[config.mk]
export PLATFORM = sky130hd
export DESIGN_NAME = mesm6_ifetch
export DESIGN_NICKNAME = d
export VERILOG_FILES = /design/src/rtl/mesm6_ifetch.sv
export SDC_FILE = /design/constraint.sdc
export NUM_CORES = 1
export LEC_CHECK = 0
export BUFFER_PORTS_ARGS = -buffer_cell sky130_fd_sc_hd__buf_2
export CORE_ASPECT_RATIO = 0.8
export CORE_MARGIN = 2
export CORE_UTILIZATION = 55
export DETAILED_ROUTE_END_ITERATION = 16
export PLACE_DENSITY = 0.76
export SETUP_SLACK_MARGIN = 0.3
export SKIP_CTS_REPAIR_TIMING = 1
export SYNTH_ARGS = -nofsm -noshare
export SYNTH_HDL_FRONTEND = slang
export SYNTH_SLANG_ARGS = --single-unit
[constraint.sdc]
create_clock -name clk -period 2.8 [get_ports clk]
set_clock_uncertainty 0.15 [all_clocks]
set_input_delay 0.42 -clock clk [delete_from_list [all_inputs] [get_ports clk]]
set_output_delay 0.42 -clock clk [all_outputs]
set_load 0.01 [all_outputs]
[src/rtl/mesm6_ifetch.sv]
// mesm6_ifetch
// Instruction-fetch unit for the MESM-6 core. Holds LINES 48-bit instruction
// words in a fully associative cache. When PREFETCH is set, it fetches the word
// after the last demand word while the bus is otherwise idle.
//
// Ports
//   clk         rising-edge clock
//   reset_n     asynchronous active-low reset
//   req         sequencer wants the opcode at pc
//   pc          half-word PC; bit 0 selects left [47:24] / right [23:0] opcode
//   flush       invalidate every line
//   ready       combinational hit for the current pc
//   opcode      selected 24-bit opcode, 0 when not ready
//   ibus_fetch  instruction bus request, held until ibus_done
//   ibus_addr   word address of the bus request
//   ibus_input  48-bit word returned by the bus
//   ibus_done   one-cycle completion strobe
module mesm6_ifetch #(
  parameter int ADDR_W   = 15,
  parameter int LINES    = 4,
  parameter int PREFETCH = 1
) (
  input  logic              clk,
  input  logic              reset_n,
  input  logic              req,
  input  logic [ADDR_W:0]   pc,
  input  logic              flush,
  output logic              ready,
  output logic [23:0]       opcode,
  output logic              ibus_fetch,
  output logic [ADDR_W-1:0] ibus_addr,
  input  logic [47:0]       ibus_input,
  input  logic              ibus_done
);

  localparam int IDX_W = (LINES > 1) ? $clog2(LINES) : 1;
  localparam logic [IDX_W-1:0] LAST_IDX = IDX_W'(LINES - 1);

  typedef enum logic [1:0] {
    S_IDLE = 2'd0,
    S_FILL = 2'd1,
    S_PREF = 2'd2
  } state_e;

  state_e            state_q, state_d;
  logic [ADDR_W-1:0] fa_q, fa_d;
  logic [IDX_W-1:0]  rp_q, rp_d;
  logic [LINES-1:0]  valid_q, valid_d;
  logic              drop_q, drop_d;
  logic [ADDR_W-1:0] tag_q [LINES];
  logic [47:0]       data_q [LINES];
  logic [ADDR_W-1:0] w_q;
  logic              w_vld_q;
  logic              fsup_q;

  logic [ADDR_W-1:0] pc_word_s;
  logic [ADDR_W-1:0] nxt_word_s;
  logic              hit_s;
  logic [47:0]       hit_data_s;
  logic              nxt_cached_s;
  logic              fa_cached_s;
  logic [IDX_W-1:0]  victim_s;
  logic              free_s;
  logic              we_s;

  assign pc_word_s  = pc[ADDR_W:1];
  // Wraps naturally at 2^ADDR_W.
  assign nxt_word_s = w_q + ADDR_W'(1);

  // Tag compare for the demand pc, the prefetch candidate and the in-flight
  // fill address. Tags are unique, so OR-ing the masked data is a clean mux.
  always_comb begin
    hit_s        = 1'b0;
    hit_data_s   = 48'd0;
    nxt_cached_s = 1'b0;
    fa_cached_s  = 1'b0;
    for (int i = 0; i < LINES; i++) begin
      hit_s        = hit_s | (valid_q[i] & (tag_q[i] == pc_word_s));
      hit_data_s   = hit_data_s | (data_q[i] & {48{valid_q[i] & (tag_q[i] == pc_word_s)}});
      nxt_cached_s = nxt_cached_s | (valid_q[i] & (tag_q[i] == nxt_word_s));
      fa_cached_s  = fa_cached_s | (valid_q[i] & (tag_q[i] == fa_q));
    end
  end

  // Victim choice: lowest-index free line, otherwise the round-robin pointer.
  always_comb begin
    victim_s = rp_q;
    free_s   = 1'b0;
    for (int i = LINES - 1; i >= 0; i--) begin
      if (!valid_q[i]) begin
        victim_s = IDX_W'(i);
        free_s   = 1'b1;
      end else begin
        free_s = free_s;
      end
    end
  end

  assign ready      = req & hit_s;
  assign opcode     = ready ? (pc[0] ? hit_data_s[23:0] : hit_data_s[47:24]) : 24'd0;
  assign ibus_fetch = (state_q != S_IDLE);
  assign ibus_addr  = ibus_fetch ? fa_q : {ADDR_W{1'b0}};

  // Next-state logic: miss handling, prefetch launch, fill completion, flush.
  always_comb begin
    state_d = state_q;
    fa_d    = fa_q;
    rp_d    = rp_q;
    valid_d = valid_q;
    drop_d  = drop_q;
    we_s    = 1'b0;
    case (state_q)
      S_IDLE: begin
        if (req && !hit_s) begin
          state_d = S_FILL;
          fa_d    = pc_word_s;
        end else if ((PREFETCH != 0) && w_vld_q && !fsup_q && !flush && !nxt_cached_s) begin
          state_d = S_PREF;
          fa_d    = nxt_word_s;
        end else begin
          state_d = S_IDLE;
        end
      end
      S_FILL, S_PREF: begin
        if (ibus_done) begin
          state_d = S_IDLE;
          drop_d  = 1'b0;
          // A flushed transfer, or a word that is already present, is discarded.
          if (!flush && !drop_q && !fa_cached_s) begin
            we_s              = 1'b1;
            valid_d[victim_s] = 1'b1;
            if (!free_s) begin
              rp_d = (rp_q == LAST_IDX) ? {IDX_W{1'b0}} : rp_q + IDX_W'(1);
            end else begin
              rp_d = rp_q;
            end
          end else begin
            we_s = 1'b0;
          end
        end else if (flush) begin
          drop_d = 1'b1;
        end else begin
          drop_d = drop_q;
        end
      end
      default: begin
        state_d = S_IDLE;
      end
    endcase
    if (flush) begin
      valid_d = {LINES{1'b0}};
      rp_d    = {IDX_W{1'b0}};
    end else begin
      valid_d = valid_d;
    end
  end

  // Control state: FSM, fill address, replacement pointer, valid bits, drop flag.
  always_ff @(posedge clk or negedge reset_n) begin
    if (!reset_n) begin
      state_q <= S_IDLE;
      fa_q    <= {ADDR_W{1'b0}};
      rp_q    <= {IDX_W{1'b0}};
      valid_q <= {LINES{1'b0}};
      drop_q  <= 1'b0;
    end else begin
      state_q <= state_d;
      fa_q    <= fa_d;
      rp_q    <= rp_d;
      valid_q <= valid_d;
      drop_q  <= drop_d;
    end
  end

  // Line storage: only the victim line is written on a completed fill.
  always_ff @(posedge clk or negedge reset_n) begin
    if (!reset_n) begin
      for (int i = 0; i < LINES; i++) begin
        tag_q[i]  <= {ADDR_W{1'b0}};
        data_q[i] <= 48'd0;
      end
    end else if (we_s) begin
      tag_q[victim_s]  <= fa_q;
      data_q[victim_s] <= ibus_input;
    end else begin
      tag_q[victim_s] <= tag_q[victim_s];
    end
  end

  // Last demand word (prefetch base) and one-cycle prefetch suppression after flush.
  always_ff @(posedge clk or negedge reset_n) begin
    if (!reset_n) begin
      w_q     <= {ADDR_W{1'b0}};
      w_vld_q <= 1'b0;
      fsup_q  <= 1'b0;
    end else begin
      if (req) begin
        w_q     <= pc_word_s;
        w_vld_q <= 1'b1;
      end else begin
        w_q     <= w_q;
        w_vld_q <= w_vld_q;
      end
      fsup_q <= flush;
    end
  end

endmodule

==> out/metrics.csv <==
metric;value;unit
num_rows;55;
violations;negative hold slack, negative setup slack;
power_frac_comb;0.400;
yosysSeqAreaShare;0.457;
routed_wl;64100;µm
finalHoldViolCount;8;
clock-sinks;293;
pwr_density_cell;771;mW/mm²
grt_pass1_vias;13533;
drcViolationCount;0;
layout-drive-gt1-share;0.475;
ys_types;71;
power.share.sequential;0.371;
synth_flop_cell;dfrtp_1;
vias_per_cell;6.38;
cts-buffers-inserted;29;
p_int;0.0106;W
power.switching;0.00627;W
arrival;3.00;ns
die_area;0.0306;mm²
synthSimpleGateAreaFrac;0.115;
drtPass1Iterations;6;
synth-edff-count;0;
crit_start;tag_q[2]$_DFFE_PN0P_;
slew_viol_final;0;
die_h;157;µm
crit_cells;12;
place.gp.congestion;1.11;
finalPower;0.0168;W
ant_nets;0;
dr_total_vias;14325;
synth-compound-area-share;0.119;
ys_warn_count;0;
synthXorXnorAreaFrac;0.104;
rr_worst_depth;11;
async_flop_share;1.00;
p_leak;9.99;nW
hp-class;in -> reg;
timing.rr.start;w_q[1]$_DFFE_PN0P_;
ys_ff_latch;293;
worst_pin_slew;0.682;ns
slew_headroom;0.545;
cts_tree;built;
outcome;finished with violations;
cts_buffer_depth;3;
path_class;reg -> out;
synthAdderAreaFrac;0.00234;
final_nets;1927;
r2r_end;fa_q[3]$_DFFE_PN0P_;
netlist_area;0.0160;mm²
min_period_over_period;1.28;
fin_area;0.0218;mm²
cp-start-kind;flop;
rsz0062_at_grt;yes;
cpLargestDelayFamily;buffers and inverters;
synth_top_family_by_area;multiplexers;
grt_start_max_net_pins;75;
core;0.0285;mm²
min_from;ibus_input[17];
min_to;data_q[161]$_DFFE_PN0P_;
syn_inst;1529;
htree_levels;1;
worstPathCellList;xnor2_2 -> buf_4 -> nand4_1 -> nor4_4 -> buf_4 -> buf_12 -> buf_12 -> buf_8 -> a222oi_1 -> and3_1 -> a211oi_2 -> buf_2;
slowest_delay;0.45;ns
p_clk_frac;0.229;
clock_latency;0.57;ns
drt-initial-drc-count;1718;
drv_cap;0;
peakVddDrop;0.000571;V
grt_pass1_wl;88300;µm
start_util;0.563;
preCtsSetupSlack;-0.496;ns
r2r_setup_slack;-0.32;ns
grt_overflow;0;
cp-end-kind;output pin;
routedWlPerCell;28.5;µm
synthMuxAreaShare;0.150;
postPlaceCellArea;0.0194;mm²
crit_slowest_cell;dfrtp_2;
die_width;195;µm
fin_ws;-0.773;ns
mappedNetlistNets;1601;
grt_antenna_before_repair;6;
ios;110;
area_growth_syn_to_layout;36.1;%
max_freq;0.280;GHz
hold_depth;2;
hpwlAfterDp;45600;µm
crit_fanout;6;
crit_required;2.23;ns
swShare;0.372;
whs;-0.0126;ns
root_buffer;clkbuf_16;
grt_usage;0.395;
setup_viol;124;
port-buffer-count;109;
cp_num_buf_inv;6;
cts.clk_slew.worst_paths;0.06;ns
fin_tns_setup;-23.22;ns
period_needed;3.57;ns
avgSynthCellArea;10.5;µm²
## cells in the mapped netlist (all sizes together) (2+ instances only)
master	n	area, µm²
dfrtp	293	7330
mux2	209	2350
clkbuf	139	522
xnor2	135	1180
nand2	114	430
nor2	82	310
a21oi	75	375
o21ai	56	280
a222oi	48	480
nand4	47	315
buf	39	209
xor2	35	307
inv	29	109
nand3	26	130
a211oi	23	173
nor4	21	174
and3	17	106
nor3	17	85.1
o22ai	17	113
o221ai	13	183
nand2b	8	50.1
xnor3	7	158
a31oi	6	37.5
mux2i	6	60.1
or3	6	37.5
and2	5	33.8
nor3b	5	37.5
and4	4	35.0
o32ai	4	35.0
ha	3	37.5
nor2b	3	18.8
o31ai	3	27.5
or2	3	18.8
or4	3	22.5
a2111oi	2	17.5
a211o	2	17.5
a311o	2	20.0
a311oi	2	17.5
a32o	2	20.0
o2111a	2	22.5
o2111ai	2	17.5
or3b	2	20.0
## per-stage QoR
step,std cells,utilization
2_1_floorplan,1529,-
3_3_place_gp,2131,0.680
3_5_place_dp,2131,0.680
4_1_cts,2180,0.712
5_1_grt,2243,0.767
6_report,2244,0.767
## routing by layer
| layer | vias up | wire length, µm | GRT usage |
|---|---|---|---|
| met5 | - | 110 | 0 |
| met1 | 7250 | 26800 | 0.551 |
| met4 | 10 | 1240 | 0.0738 |
| li1 | 6121 | - | - |
| met2 | 843 | 26600 | 0.557 |
| met3 | 101 | 9350 | 0.194 |
## power groups by stage
| stage | sequential (W) | combinational [W] | clock, W |
|---|---|---|---|
| floorplan | 0.00552 | 0.00358 | 0 |
| detailed placement | 0.00614 | 0.00574 | 0 |
| global placement | 0.00608 | 0.00566 | 0 |
| global route | 0.00631 | 0.00699 | 0.00401 |
| finish | 0.00625 | 0.00673 | 0.00385 |
| CTS | 0.00608 | 0.00578 | 0.00385 |
## how the worst max path moves through the flow
stage | slack [ns] | end
finish | -0.77 | opcode[6]
global route | -0.85 | opcode[6]
CTS | -0.87 | opcode[9]
detailed placement | -0.50 | fa_q[5]$_DFFE_PN0P_
global placement | -0.48 | fa_q[5]$_DFFE_PN0P_
floorplan | -0.11 | fa_q[0]$_DFFE_PN0P_
## flip-flops by register name (all words and copies together), names as in the netlist
signal / flops
tag_q: 60
rp_q: 2
fsup_q: 1
drop_q: 1
data_q: 192
w_vld_q: 1
state_q: 2
fa_q: 15
w_q: 15
valid_q: 4
## cell usage in the layout (no fill, tap or decap), types with 10 or more instances in the layout
cell type,n
nand3_1,23
o22ai_1,16
buf_12,38
o221ai_2,12
and3_1,13
dlygate4sd3_1,20
mux2_2,195
mux2_4,11
nand2_1,112
o21ai_0,42
buf_6,30
xnor2_1,107
xnor2_2,23
a222oi_1,48
nor2_1,74
dfrtp_1,263
buf_2,108
a21oi_2,21
nand4_1,45
nor4_4,10
a21oi_1,46
xor2_1,31
nor3_1,15
dfrtp_2,30
clkbuf_16,35
buf_4,267
inv_1,29
o21ai_1,12
## logic make-up after synthesis
| group | Yosys count |
|---|---|
| xor gates and xnor gates | 178 |
| buffers and inverters | 208 |
| DFF | 293 |
| AOI/OAI and AO/OA | 267 |
| adders and majority gates | 3 |
| and+or+nand+nor | 365 |
| muxes | 215 |
## final cells by class
class / instances / area (µm²)
Multi-Input combinational cell: 1028 / 8930
Sequential cell: 293 / 7370
Timing Repair Buffer: 473 / 4050
Tap cell: 370 / 463
Clock inverter: 7 / 63.8
Inverter: 30 / 120
Fill cell: 1884 / 6640
Clock buffer: 42 / 845
Antenna cell: 1 / 2.50
Power figures use the tool's default switching activity.
